--- config.mk ---
export PLATFORM = sky130hd
export DESIGN_NAME = bus_timer_device
export DESIGN_NICKNAME = d
export VERILOG_FILES = /design/src/rtl/bus_timer_device.sv
export SDC_FILE = /design/constraint.sdc
export NUM_CORES = 1
export LEC_CHECK = 0
export BUFFER_PORTS_ARGS = -buffer_cell sky130_fd_sc_hd__buf_4
export CAP_MARGIN = 20
export CORE_MARGIN = 2
export CORE_UTILIZATION = 55
export CTS_CLUSTER_SIZE = 25
export DETAILED_ROUTE_END_ITERATION = 16
export PLACE_DENSITY = 0.76
export SLEW_MARGIN = 20
export SYNTH_ARGS = -nofsm -noshare
export SYNTH_HDL_FRONTEND = slang
export SYNTH_SLANG_ARGS = --single-unit
--- constraint.sdc ---
create_clock -name clk_i -period 6.72 [get_ports clk_i]
set_clock_uncertainty 0.1 [all_clocks]
set_input_delay 0.336 -clock clk_i [delete_from_list [all_inputs] [get_ports clk_i]]
set_output_delay 0.336 -clock clk_i [all_outputs]
set_load 0.02 [all_outputs]
--- src/rtl/bus_timer_device.sv ---
// Memory-mapped 64-bit timer: prescaled MTIME counter, 64-bit compare with optional
// auto-reload, level interrupt, and a shadowed high word for tear-free 64-bit reads.
module bus_timer_device #(
    parameter int          DataWidth     = 32,
    parameter int          AddressWidth  = 32,
    parameter logic [15:0] ResetPrescale = 16'd0
) (
    input  logic                    clk_i,
    input  logic                    rst_i,
    input  logic                    device_req_i,
    input  logic                    device_we_i,
    input  logic [AddressWidth-1:0] device_addr_i,
    input  logic [DataWidth-1:0]    device_wdata_i,
    output logic [DataWidth-1:0]    device_rdata_o,
    output logic                    irq_o
);

    localparam logic [2:0] AddrCtrl     = 3'd0;
    localparam logic [2:0] AddrPrescale = 3'd1;
    localparam logic [2:0] AddrMtimeLo  = 3'd2;
    localparam logic [2:0] AddrMtimeHi  = 3'd3;
    localparam logic [2:0] AddrCmpLo    = 3'd4;
    localparam logic [2:0] AddrCmpHi    = 3'd5;
    localparam logic [2:0] AddrStatus   = 3'd6;

    logic [2:0]           r_ctrl;
    logic [15:0]          r_prescale;
    logic [15:0]          r_pre_cnt;
    logic [63:0]          r_mtime;
    logic [63:0]          r_cmp;
    logic                 r_pending;
    logic [31:0]          r_shadow_hi;
    logic [DataWidth-1:0] r_rdata;

    logic [2:0]           w_sel;
    logic                 w_wr;
    logic                 w_rd;
    logic                 w_tick;
    logic                 w_match;
    logic                 w_lo_wr;
    logic                 w_carry;
    logic [32:0]          w_lo_inc;
    logic [31:0]          w_mtime_lo_n;
    logic [31:0]          w_mtime_hi_n;
    logic [DataWidth-1:0] w_rd_data;
    logic                 w_unused_addr;

    // Access protocol: device_req_i is a one-cycle strobe with no backpressure; a write
    // commits at the edge ending the request cycle, a read lands in device_rdata_o at
    // that same edge and holds until the next read.
    assign w_sel   = device_addr_i[4:2];
    assign w_wr    = device_req_i & device_we_i;
    assign w_rd    = device_req_i & ~device_we_i;
    assign w_lo_wr = w_wr && (w_sel == AddrMtimeLo);

    assign w_unused_addr = ^{device_addr_i[AddressWidth-1:5], device_addr_i[1:0]};

    assign w_tick   = r_ctrl[0] && (r_pre_cnt == r_prescale);
    assign w_match  = (r_mtime == r_cmp);
    assign w_lo_inc = {1'b0, r_mtime[31:0]} + 33'd1;
    // A software write to the low word replaces the increment, so no carry propagates.
    assign w_carry  = w_lo_inc[32] & ~w_lo_wr;

    always_comb begin
        w_mtime_lo_n = r_mtime[31:0];
        w_mtime_hi_n = r_mtime[63:32];
        if (w_tick) begin
            if (w_match && r_ctrl[1]) begin
                w_mtime_lo_n = 32'd0;
                w_mtime_hi_n = 32'd0;
            end else begin
                w_mtime_lo_n = w_lo_inc[31:0];
                w_mtime_hi_n = r_mtime[63:32] + {31'd0, w_carry};
            end
        end
        if (w_lo_wr) begin
            w_mtime_lo_n = device_wdata_i;
        end
        if (w_wr && (w_sel == AddrMtimeHi)) begin
            w_mtime_hi_n = device_wdata_i;
        end
    end

    always_comb begin
        w_rd_data = '0;
        case (w_sel)
            AddrCtrl:     w_rd_data = {29'd0, r_ctrl};
            AddrPrescale: w_rd_data = {16'd0, r_prescale};
            AddrMtimeLo:  w_rd_data = r_mtime[31:0];
            AddrMtimeHi:  w_rd_data = r_shadow_hi;
            AddrCmpLo:    w_rd_data = r_cmp[31:0];
            AddrCmpHi:    w_rd_data = r_cmp[63:32];
            AddrStatus:   w_rd_data = {31'd0, r_pending};
            default:      w_rd_data = '0;
        endcase
    end

    always_ff @(posedge clk_i or posedge rst_i) begin
        if (rst_i) begin
            r_ctrl      <= 3'd0;
            r_prescale  <= ResetPrescale;
            r_pre_cnt   <= 16'd0;
            r_mtime     <= 64'd0;
            r_cmp       <= '1;
            r_pending   <= 1'b0;
            r_shadow_hi <= 32'd0;
            r_rdata     <= '0;
        end else begin
            if (w_wr) begin
                case (w_sel)
                    AddrCtrl:     r_ctrl        <= device_wdata_i[2:0];
                    AddrPrescale: r_prescale    <= device_wdata_i[15:0];
                    AddrCmpLo:    r_cmp[31:0]   <= device_wdata_i;
                    AddrCmpHi:    r_cmp[63:32]  <= device_wdata_i;
                    default:      ;
                endcase
            end

            r_mtime <= {w_mtime_hi_n, w_mtime_lo_n};

            if (!r_ctrl[0] || w_tick || (w_wr && (w_sel == AddrPrescale))) begin
                r_pre_cnt <= 16'd0;
            end else begin
                r_pre_cnt <= r_pre_cnt + 16'd1;
            end

            // A match on the same edge as a clear keeps the interrupt pending.
            if (w_tick && w_match) begin
                r_pending <= 1'b1;
            end else if (w_wr && (w_sel == AddrStatus) && device_wdata_i[0]) begin
                r_pending <= 1'b0;
            end

            if (w_rd) begin
                r_rdata <= w_rd_data;
                if (w_sel == AddrMtimeLo) begin
                    r_shadow_hi <= r_mtime[63:32];
                end
            end
        end
    end

    assign device_rdata_o = r_rdata;
    assign irq_o          = r_pending & r_ctrl[2];

endmodule
==> results_dict.tcl, run 1 <==
set metrics [dict create \
    rows 55 \
    die_h_um 155 \
    die-area_um2 24000 \
    period_share_pct 73.6 \
    synth_edf_count 0 \
    worstSetupStartpointType "flip-flop" \
    drive_gt1_share_pct 26.2 \
    fmax_mhz 202 \
    coreArea_um2 22500 \
    finalNetCount 1353 \
    tightest_slew_ps 961 \
    ant_nets 0 \
    synth_nets 1297 \
    criticalPathCategory "reg -> reg" \
    clkSinkCount 228 \
    ir_drop_mv 0.226 \
    io_pins 101 \
    die_w_um 155 \
    hold_class "in -> reg" \
    cts_tree "done" \
    cp.arrival_ps 5290 \
    clock_path_buffers 3 \
    rsz0062_at_grt "false" \
    root_buffer "clkbuf_16" \
    cts_made_buffers 25 \
    h-tree-depth 1 \
    tns_ps 0 \
    final_common_cell "dfrtp_1" \
    overflow 0 \
    gp_congestion 1.02 \
    syn_inst 1225 \
    async_reset_ff_share_pct 100 \
    clk_latency_ps 540 \
    area_delta_synth_final_pct 14.2 \
    antenna_found_initial 0 \
    dp_hpwl_mm 25.7 \
    outcome "finished clean" \
    first_global_vias 10061 \
    drt_wl_total_mm 37.9 \
    layout_common_cells "164 x dfrtp_1, 116 x mux2_2, 103 x nand2_1" \
    critPathMaxFanout 6 \
    ys_types 70 \
    yosysWarnings 0 \
    grt_max_degree 135 \
    first_iter_violations 1056 \
    setup_viol 0 \
    clk_pin_slew_worst_paths_ps 70 \
    finalHoldViolCount 0 \
    p_leak_uw 0.00577 \
    grtUsageTotal_pct 31.6 \
    layout_min_cycle_time_ps 4950 \
    synth-seq-cells 228 \
    wl_per_cell_um 23.9 \
    initial_utilization_pct 55.6 \
    via_count 10429 \
    ys_seq_area_share_pct 46.2 \
    slew_headroom_pct 35.8 \
    endpoint_kind "flip-flop" \
    syn-cell-area_um2 12500 \
    slew_viol_final 0 \
    drc 0 \
    vias_per_cell 6.58 \
    finish.utilization_pct 63.5 \
    cap_violations 0 \
    crit_required_ps 7060 \
    synth.avg_cell_area_um2 10.2 \
    grt_pass1_wl_mm 58.7 \
    port_buffers 71 \
    p_per_area_nw_per_um2 297 \
    holdWs_ps 16.5 \
    diodes 0 \
    synthFlopType "dfrtp_1" \
    cts_setup_buffers 0 \
    drt_first_pass_iters 8 \
]
-- final cells by class --
class / count / area, µm²
Clock buffer: 38 / 734
Sequential cell: 228 / 5790
Inverter: 10 / 45.0
Clock inverter: 8 / 77.6
Multi-Input combinational cell: 895 / 6260
Timing Repair Buffer: 121 / 1040
Tap cell: 285 / 357
Fill cell: 1765 / 8210
-- per-layer routing --
layer	GRT usage, %	vias to the layer above	routed length (µm)
met5	0	-	0
met4	13.5	0	1700
met3	4.85	111	3690
met2	49.3	621	17300
met1	44.3	5130	15200
li1	-	4567	-
-- through the flow --
step	std cells	worst slack, ps	area, µm²	total power, µW
5_1_grt	1585	1550	14300	4400
4_1_cts	1584	1960	14300	4230
2_1_floorplan	1225	142	12500	2510
3_3_place_gp	1507	2170	13100	2810
6_report	1585	1770	14300	4240
3_5_place_dp	1509	2060	13200	2860
-- power breakdown --
part           total [µW]  internal [µW]  switching (µW)
Clock                1360            793             572
Combinational         874            408             466
Sequential           2010           1700             304
Total                4240           2900            1340
-- critical path, stage by stage (launching register included) --
cell and delay [ps]:
dfrtp_1 470, ha_1 240, nand3_1 200, nor3_1 510
nand2b_1 240, or2_1 410, nor3_1 410, ha_1 320
nand3_1 170, or4_4 510, nor4_4 390, nand4_1 170
a2111oi_0 440, a31oi_1 100, a21oi_1 160
-- kinds of logic (layout without fill, tap and decap cells) --
group | after synthesis | count (layout) | synth area share, %
AOI/OAI and AO/OA | 271 | 271 | 13.9
xor gates and xnor gates | 99 | 99 | 6.93
adders and majority gates | 4 | 4 | 0.400
buffers and inverters | 102 | 177 | 4.02
DFF | 228 | 228 | 46.2
muxes | 154 | 154 | 13.6
and+or+nand+nor | 367 | 367 | 14.9
-- state kept, by name (all words and copies together), names as in the netlist --
| register | cells |
|---|---|
| device_rdata_o | 32 |
| r_cmp | 64 |
| r_ctrl | 3 |
| r_mtime | 64 |
| r_pending | 1 |
| r_pre_cnt | 16 |
| r_prescale | 16 |
| r_shadow_hi | 32 |
-- cells in the mapped netlist, types with 8 or more instances --
library cell	instances	share of area [%]
dfrtp_1	164	33
mux2_2	116	10
nand2_1	103	3.1
nor2_1	80	2.4
xor2_1	72	5.0
o21ai_0	67	2.7
a21oi_1	65	2.6
dfstp_2	64	13
clkbuf_1	60	1.8
mux2i_1	37	3.0
nor3_1	33	1.3
nand3_1	31	1.2
nand4_1	27	1.3
xnor2_1	27	1.9
a22oi_1	25	1.5
a221oi_1	22	1.5
nor4_1	20	1.0
a31oi_1	14	0.70
o21ai_1	11	0.44
o31ai_1	11	0.66
inv_1	10	0.30
nor2b_1	10	0.50
o22a_1	10	0.70
or3_1	10	0.50
a211oi_1	8	0.48
a22o_1	8	0.56
-- repair_timing --
item                      4_1_cts  5_1_grt
hold endpoints to repair      176        0
gates resized for setup         0        0
hold buffers                   29        0
-- worst paths after layout --
| path | startpoint | endpoint | slack [ps] | cells after the start |
|---|---|---|---|---|
| max | r_mtime[0]$_DFFE_PP0P_ | r_mtime[60]$_DFFE_PP0P_ | 1770 | 14 |
| min | device_wdata_i[13] | r_cmp[45]$_DFFE_PP1P_ | 20 | 2 |
| max reg2reg | r_mtime[0]$_DFFE_PP0P_ | r_mtime[60]$_DFFE_PP0P_ | 1770 | 14 |
| min reg2reg | device_rdata_o[18]$_DFFE_PP0P_ | device_rdata_o[18]$_DFFE_PP0P_ | 380 | 2 |
| max in group asynchronous | rst_i | r_mtime[45]$_DFFE_PP0P_ | 4790 | 4 |
| min in group asynchronous | rst_i | device_rdata_o[4]$_DFFE_PP0P_ | 430 | 3 |
(Power assumes the default switching activity.)
==> inputs of run 2 (changes only) <==
- clock period: 6.72 -> 4.35 ns (I/O delays scaled with it)
==> run 2 against run 1 <==
Net effect:
- routed wire length up 1.7%
- final cell count up 1.2%
- non-clock buffer count up 18
- largest cell class unchanged
- flip-flop and latch count unchanged
- global-route usage up 0.72 points
- core utilization up 0.67 points
- total power up 57%
==> results_dict.tcl, run 2 (synthesis results as in run 1) <==
set metrics [dict create \
    grt.busiest_layer "met2" \
    clock_path_buffers 3 \
    internal_power_uw 4610 \
    p_seq_share_pct 46.5 \
    criticalPathCategory "reg -> reg" \
    tightest_slew_ps 942 \
    power.switching_uw 2050 \
    instances_no_fill 1604 \
    fin_ws_ps 209 \
    rows 55 \
    fmax_mhz 241 \
    die_w_um 155 \
    endpoint_kind "flip-flop" \
    via_count 10500 \
    die-area_um2 24000 \
    rr_worst_depth 14 \
    drt_first_pass_iters 5 \
    p_leak_uw 0.00586 \
    cts_tree "done" \
    ant_nets 0 \
    io_pins 101 \
    port_buffers 71 \
    fillers 1811 \
    final_common_cell "dfrtp_1" \
    antenna_found_initial 1 \
    layout_min_cycle_time_ps 4140 \
    cts_made_buffers 25 \
    cap_violations 0 \
    rsz0062_at_grt "false" \
    clk_latency_ps 540 \
    coreArea_um2 22500 \
    first_iter_violations 1061 \
    placed_cells 1524 \
    grt_pass1_wl_mm 60.2 \
    grtUsageTotal_pct 32.3 \
    rrSetupSlack_ps 210 \
    root_buffer "clkbuf_16" \
    crit_required_ps 4720 \
    dp_hpwl_mm 26.1 \
    grt_max_degree 102 \
    slew_viol_final 0 \
    grt_use_met1_pct 45.1 \
    ir_drop_mv 0.308 \
    gp_congestion 0.951 \
    slew_headroom_pct 37.2 \
    r2r_start "r_mtime[0]$_DFFE_PP0P_" \
    clk_pin_slew_worst_paths_ps 60 \
    hold_class "in -> reg" \
    overflow 0 \
    pre_cts_slack_ps 290 \
    use_met3_pct 6.77 \
    wl_per_cell_um 24.0 \
    vias_per_cell 6.55 \
    cts_resized 0 \
    first_global_vias 10208 \
    clkSinkCount 228 \
    drt_wl_total_mm 38.6 \
    r2r_end "r_mtime[60]$_DFFE_PP0P_" \
    endpoint "r_mtime[60]$_DFFE_PP0P_" \
    die_h_um 155 \
    drive_gt1_share_pct 26.8 \
    initial_utilization_pct 55.6 \
    period_share_pct 95.2 \
    post_dp_cell_area_um2 13300 \
    finalHoldViolCount 0 \
    final_area_um2 14400 \
    drc 0 \
    p_per_area_nw_per_um2 461 \
    holdWs_ps 89.3 \
    cp.arrival_ps 4510 \
    tns_ps 0 \
    h-tree-depth 1 \
    critPathMaxFanout 6 \
    area_delta_synth_final_pct 15.4 \
    outcome "finished clean" \
    largestRegisters "r_cmp x64, r_mtime x64" \
    combinationalPowerShare_pct 20.6 \
    layout_common_cells "164 x dfrtp_1, 116 x mux2_2, 104 x buf_4" \
    setup_viol 0 \
    switching_share_pct 30.8 \
    pwr-share-clk_pct 32.9 \
    finalNetCount 1371 \
    worstSetupStartpointType "flip-flop" \
    use_met2_pct 49.3 \
    critPathLaunch "r_mtime[0]$_DFFE_PP0P_" \
]
==> run 2: cell count changes in the layout (fill, tap and decap cells not counted), sizes merged <==
cell | previous run | this run
buf | 92 | 106
clkbuf | 38 | 42
inv | 11 | 10
dlygate4sd3 | 29 | 33
clkinvlp | 2 | 1
diode | 0 | 1
clkinv | 4 | 1
bufinv | 1 | 2
==> run 2: worst min path at each step <==
stage                                         end                from  cells after the start  slack, ps
global placement    device_rdata_o[4]$_DFFE_PP0P_               rst_i                      2        330
global route                r_ctrl[1]$_DFFE_PP0P_    device_addr_i[2]                      4        110
finish                      r_ctrl[0]$_DFFE_PP0P_    device_addr_i[2]                      4         90
floorplan                 r_mtime[16]$_DFFE_PP0P_  device_wdata_i[16]                      2        230
CTS                         r_ctrl[0]$_DFFE_PP0P_    device_addr_i[2]                      4         70
detailed placement  device_rdata_o[4]$_DFFE_PP0P_               rst_i                      2        330
==> run 2: metal layers <==
metal | wire length (µm) | part of all wire (%)
met5 | 0 | 0
met4 | 1770 | 4.6
met3 | 3470 | 9.0
met2 | 17200 | 45
met1 | 16100 | 42
==> run 2: through the flow <==
stage	power [µW]	utilization, %
3_3_place_gp	4380	58.9
6_report	6660	64.2
5_1_grt	6930	64.2
2_1_floorplan	3880	-
4_1_cts	6650	64.2
3_5_place_dp	4440	58.9
==> run 2: power groups by stage <==
stage                     Clock (µW)  Combinational [µW]  Sequential, µW
after global routing            2310                1480            3140
after global placement             0                1300            3080
after CTS                       2210                1360            3080
after floorplan                    0                 881            3000
final                           2190                1370            3100
after detailed placement           0                1330            3110
==> run 2: area by class of cell <==
cell class                      instances  area [µm²]  share of cell area [%]
Multi-Input combinational cell        895        6260                    43.3
Antenna cell                            1        2.50                  0.0173
Sequential cell                       228        5790                    40.0
Clock inverter                          4        73.8                   0.511
Clock buffer                           42         779                    5.40
Tap cell                              285         357                    2.47
Inverter                               10        41.3                   0.286
Timing Repair Buffer                  139        1150                    7.97
==> run 2: repair_timing <==
item / CTS / global route
hold buffers: 33 / 0
setup endpoints to repair: 0 / 0
endpoints found under the hold margin: 178 / 0
setup buffers: 0 / 0
==> run 2: worst max-delay path, stage by stage, from the launching register on <==
cell and delay, ps:
dfrtp_1 460, ha_1 230, nand3_1 160, nor3_1 320
nand2b_1 110, or2_1 270, nor3_1 330, ha_1 320
nand3_1 130, or4_4 500, nor4_4 360, nand4_1 160
a2111oi_0 400, a31oi_1 80, a21oi_1 140
==> inputs of run 3 (changes only) <==
- PLACE_DENSITY: 0.76 -> 0.77
==> run 3 against run 2 <==
Net effect:
- worst hold slack lost 24 ps
- critical path depth is the same
- total power increased by 0.47%
- final area grew 0.35%
- non-clock buffer count increased by 3
- combinational power about the same
- routed wire length shrank 0.71%
- critical endpoint unchanged
- highest routed layer unchanged
==> results_dict.tcl, run 3 (synthesis results as in run 1) <==
set metrics [dict create \
    outcome "finished clean" \
    overflow 0 \
    port_buffers 71 \
    cap_violations 0 \
    layout_min_cycle_time_ps 4140 \
    die-area_um2 24000 \
    layout_common_cells "164 x dfrtp_1, 116 x mux2_2, 107 x buf_4" \
    p_leak_uw 0.00588 \
    slew_headroom_pct 41.2 \
    drive_gt1_share_pct 27.4 \
    p_per_area_nw_per_um2 462 \
    fin_ws_ps 212 \
    diodes 0 \
    largestRegisters "r_cmp x64, r_mtime x64" \
    period_share_pct 95.1 \
    critPathSlowestCell "or4_4" \
    initial_utilization_pct 55.6 \
    root_buffer "clkbuf_16" \
    area_delta_synth_final_pct 15.8 \
    path_delay_family "simple AND/OR/NAND/NOR gates" \
    clk_latency_ps 540 \
    critPathLaunch "r_mtime[0]$_DFFE_PP0P_" \
    pre_cts_slack_ps 154 \
    final_area_um2 14500 \
    rsz0062_at_grt "false" \
    criticalPathCategory "reg -> reg" \
    clock_path_buffers 3 \
    first_iter_violations 1147 \
    wl_per_cell_um 23.8 \
    critPathMaxFanout 6 \
    io_pins 101 \
    cp.arrival_ps 4500 \
    crit_chain "ha_1 > nand3_1 > nor3_2 > nand2b_1 > or2_1 > nor3_2 > ha_2 > nand3_1 > or4_4 > nor4_4 > nand4_1 > a2111oi_0 > a31oi_1 > a21oi_1" \
    antenna_found_initial 0 \
    seqCellArea_um2 5790 \
    endpoint_kind "flip-flop" \
    ant_nets 0 \
    cts_tree "done" \
    die_w_um 155 \
    post_dp_cell_area_um2 13300 \
    ir_drop_mv 0.270 \
    via_count 10523 \
    grt_pass1_wl_mm 59.6 \
    coreArea_um2 22500 \
    hp-start "device_addr_i[4]" \
    dp_hpwl_mm 26.5 \
    fillers 1744 \
    drt_wl_total_mm 38.3 \
    final_common_cell "dfrtp_1" \
    h-tree-depth 1 \
    clk_pin_slew_worst_paths_ps 60 \
    drt_first_pass_iters 6 \
    drc 0 \
    max_stage_delay_ps 490 \
    finalHoldViolCount 0 \
    gp_congestion 0.973 \
    die_h_um 155 \
    tns_ps 0 \
    instances_no_fill 1607 \
    first_global_vias 10376 \
    slew_viol_final 0 \
    placed_cells 1526 \
    fmax_mhz 242 \
    tightest_slew_ps 878 \
    path_buf_inv 0 \
    r2r_start "r_mtime[0]$_DFFE_PP0P_" \
    vias_per_cell 6.55 \
    multi_input_area_um2 6270 \
    cts_made_buffers 26 \
    hold_class "in -> reg" \
    grtUsageTotal_pct 32.1 \
    worstSetupStartpointType "flip-flop" \
    rows 55 \
    clkSinkCount 228 \
    setup_viol 0 \
    grt_max_degree 147 \
    crit_required_ps 4710 \
    finalNetCount 1375 \
]
[run 3: final timing paths]
kind,to,depth (start not counted),slack (ps)
worst max-delay path,r_mtime[60]$_DFFE_PP0P_,14,210
worst min-delay path,r_pending$_DFFE_PP0P_,4,70
worst max register to register,r_mtime[60]$_DFFE_PP0P_,14,210
worst min register to register,device_rdata_o[29]$_DFFE_PP0P_,2,380
max in group asynchronous,r_mtime[24]$_DFFE_PP0P_,4,2820
min in group asynchronous,device_rdata_o[11]$_DFFE_PP0P_,3,160
[run 3: report_power, final]
group          internal, µW  switching, µW
logic                   649            734
registers              2630            476
clock network          1310            891
total                  4590           2100
[run 3: stage by stage]
step           total power (µW)  utilization, %  hold slack [ps]
2_1_floorplan              3880               -              233
3_3_place_gp               4370            58.9              174
3_5_place_dp               4450            58.9              173
4_1_cts                    6670            64.2             37.7
5_1_grt                    6940            64.4             74.5
6_report                   6690            64.4             65.1
[run 3: routing by layer]
metal	up-vias	part of all wire (%)	track usage, %
li1	4599	-	-
met1	5163	39	43.0
met2	649	45	50.2
met3	112	11	6.88
met4	0	4.8	15.1
met5	-	0	0
[run 3: worst min-delay path: stages]
cell     delay, ps
buf_4          200
nand3_1        110
o21ai_0         70
nand2_1         70
[run 3: layout make-up]
type / count / share of cell area [%]
Sequential cell: 228 / 39.9
Inverter: 10 / 0.285
Multi-Input combinational cell: 895 / 43.2
Clock inverter: 7 / 0.475
Clock buffer: 40 / 5.48
Timing Repair Buffer: 142 / 8.15
Tap cell: 285 / 2.46
[run 3: repair_timing]
action / in CTS / in global routing
endpoints found under the hold margin: 167 / 0
setup buffers: 0 / 0
endpoints found under the setup margin: 0 / 5
hold buffers: 33 / 0
resized for setup: 0 / 3
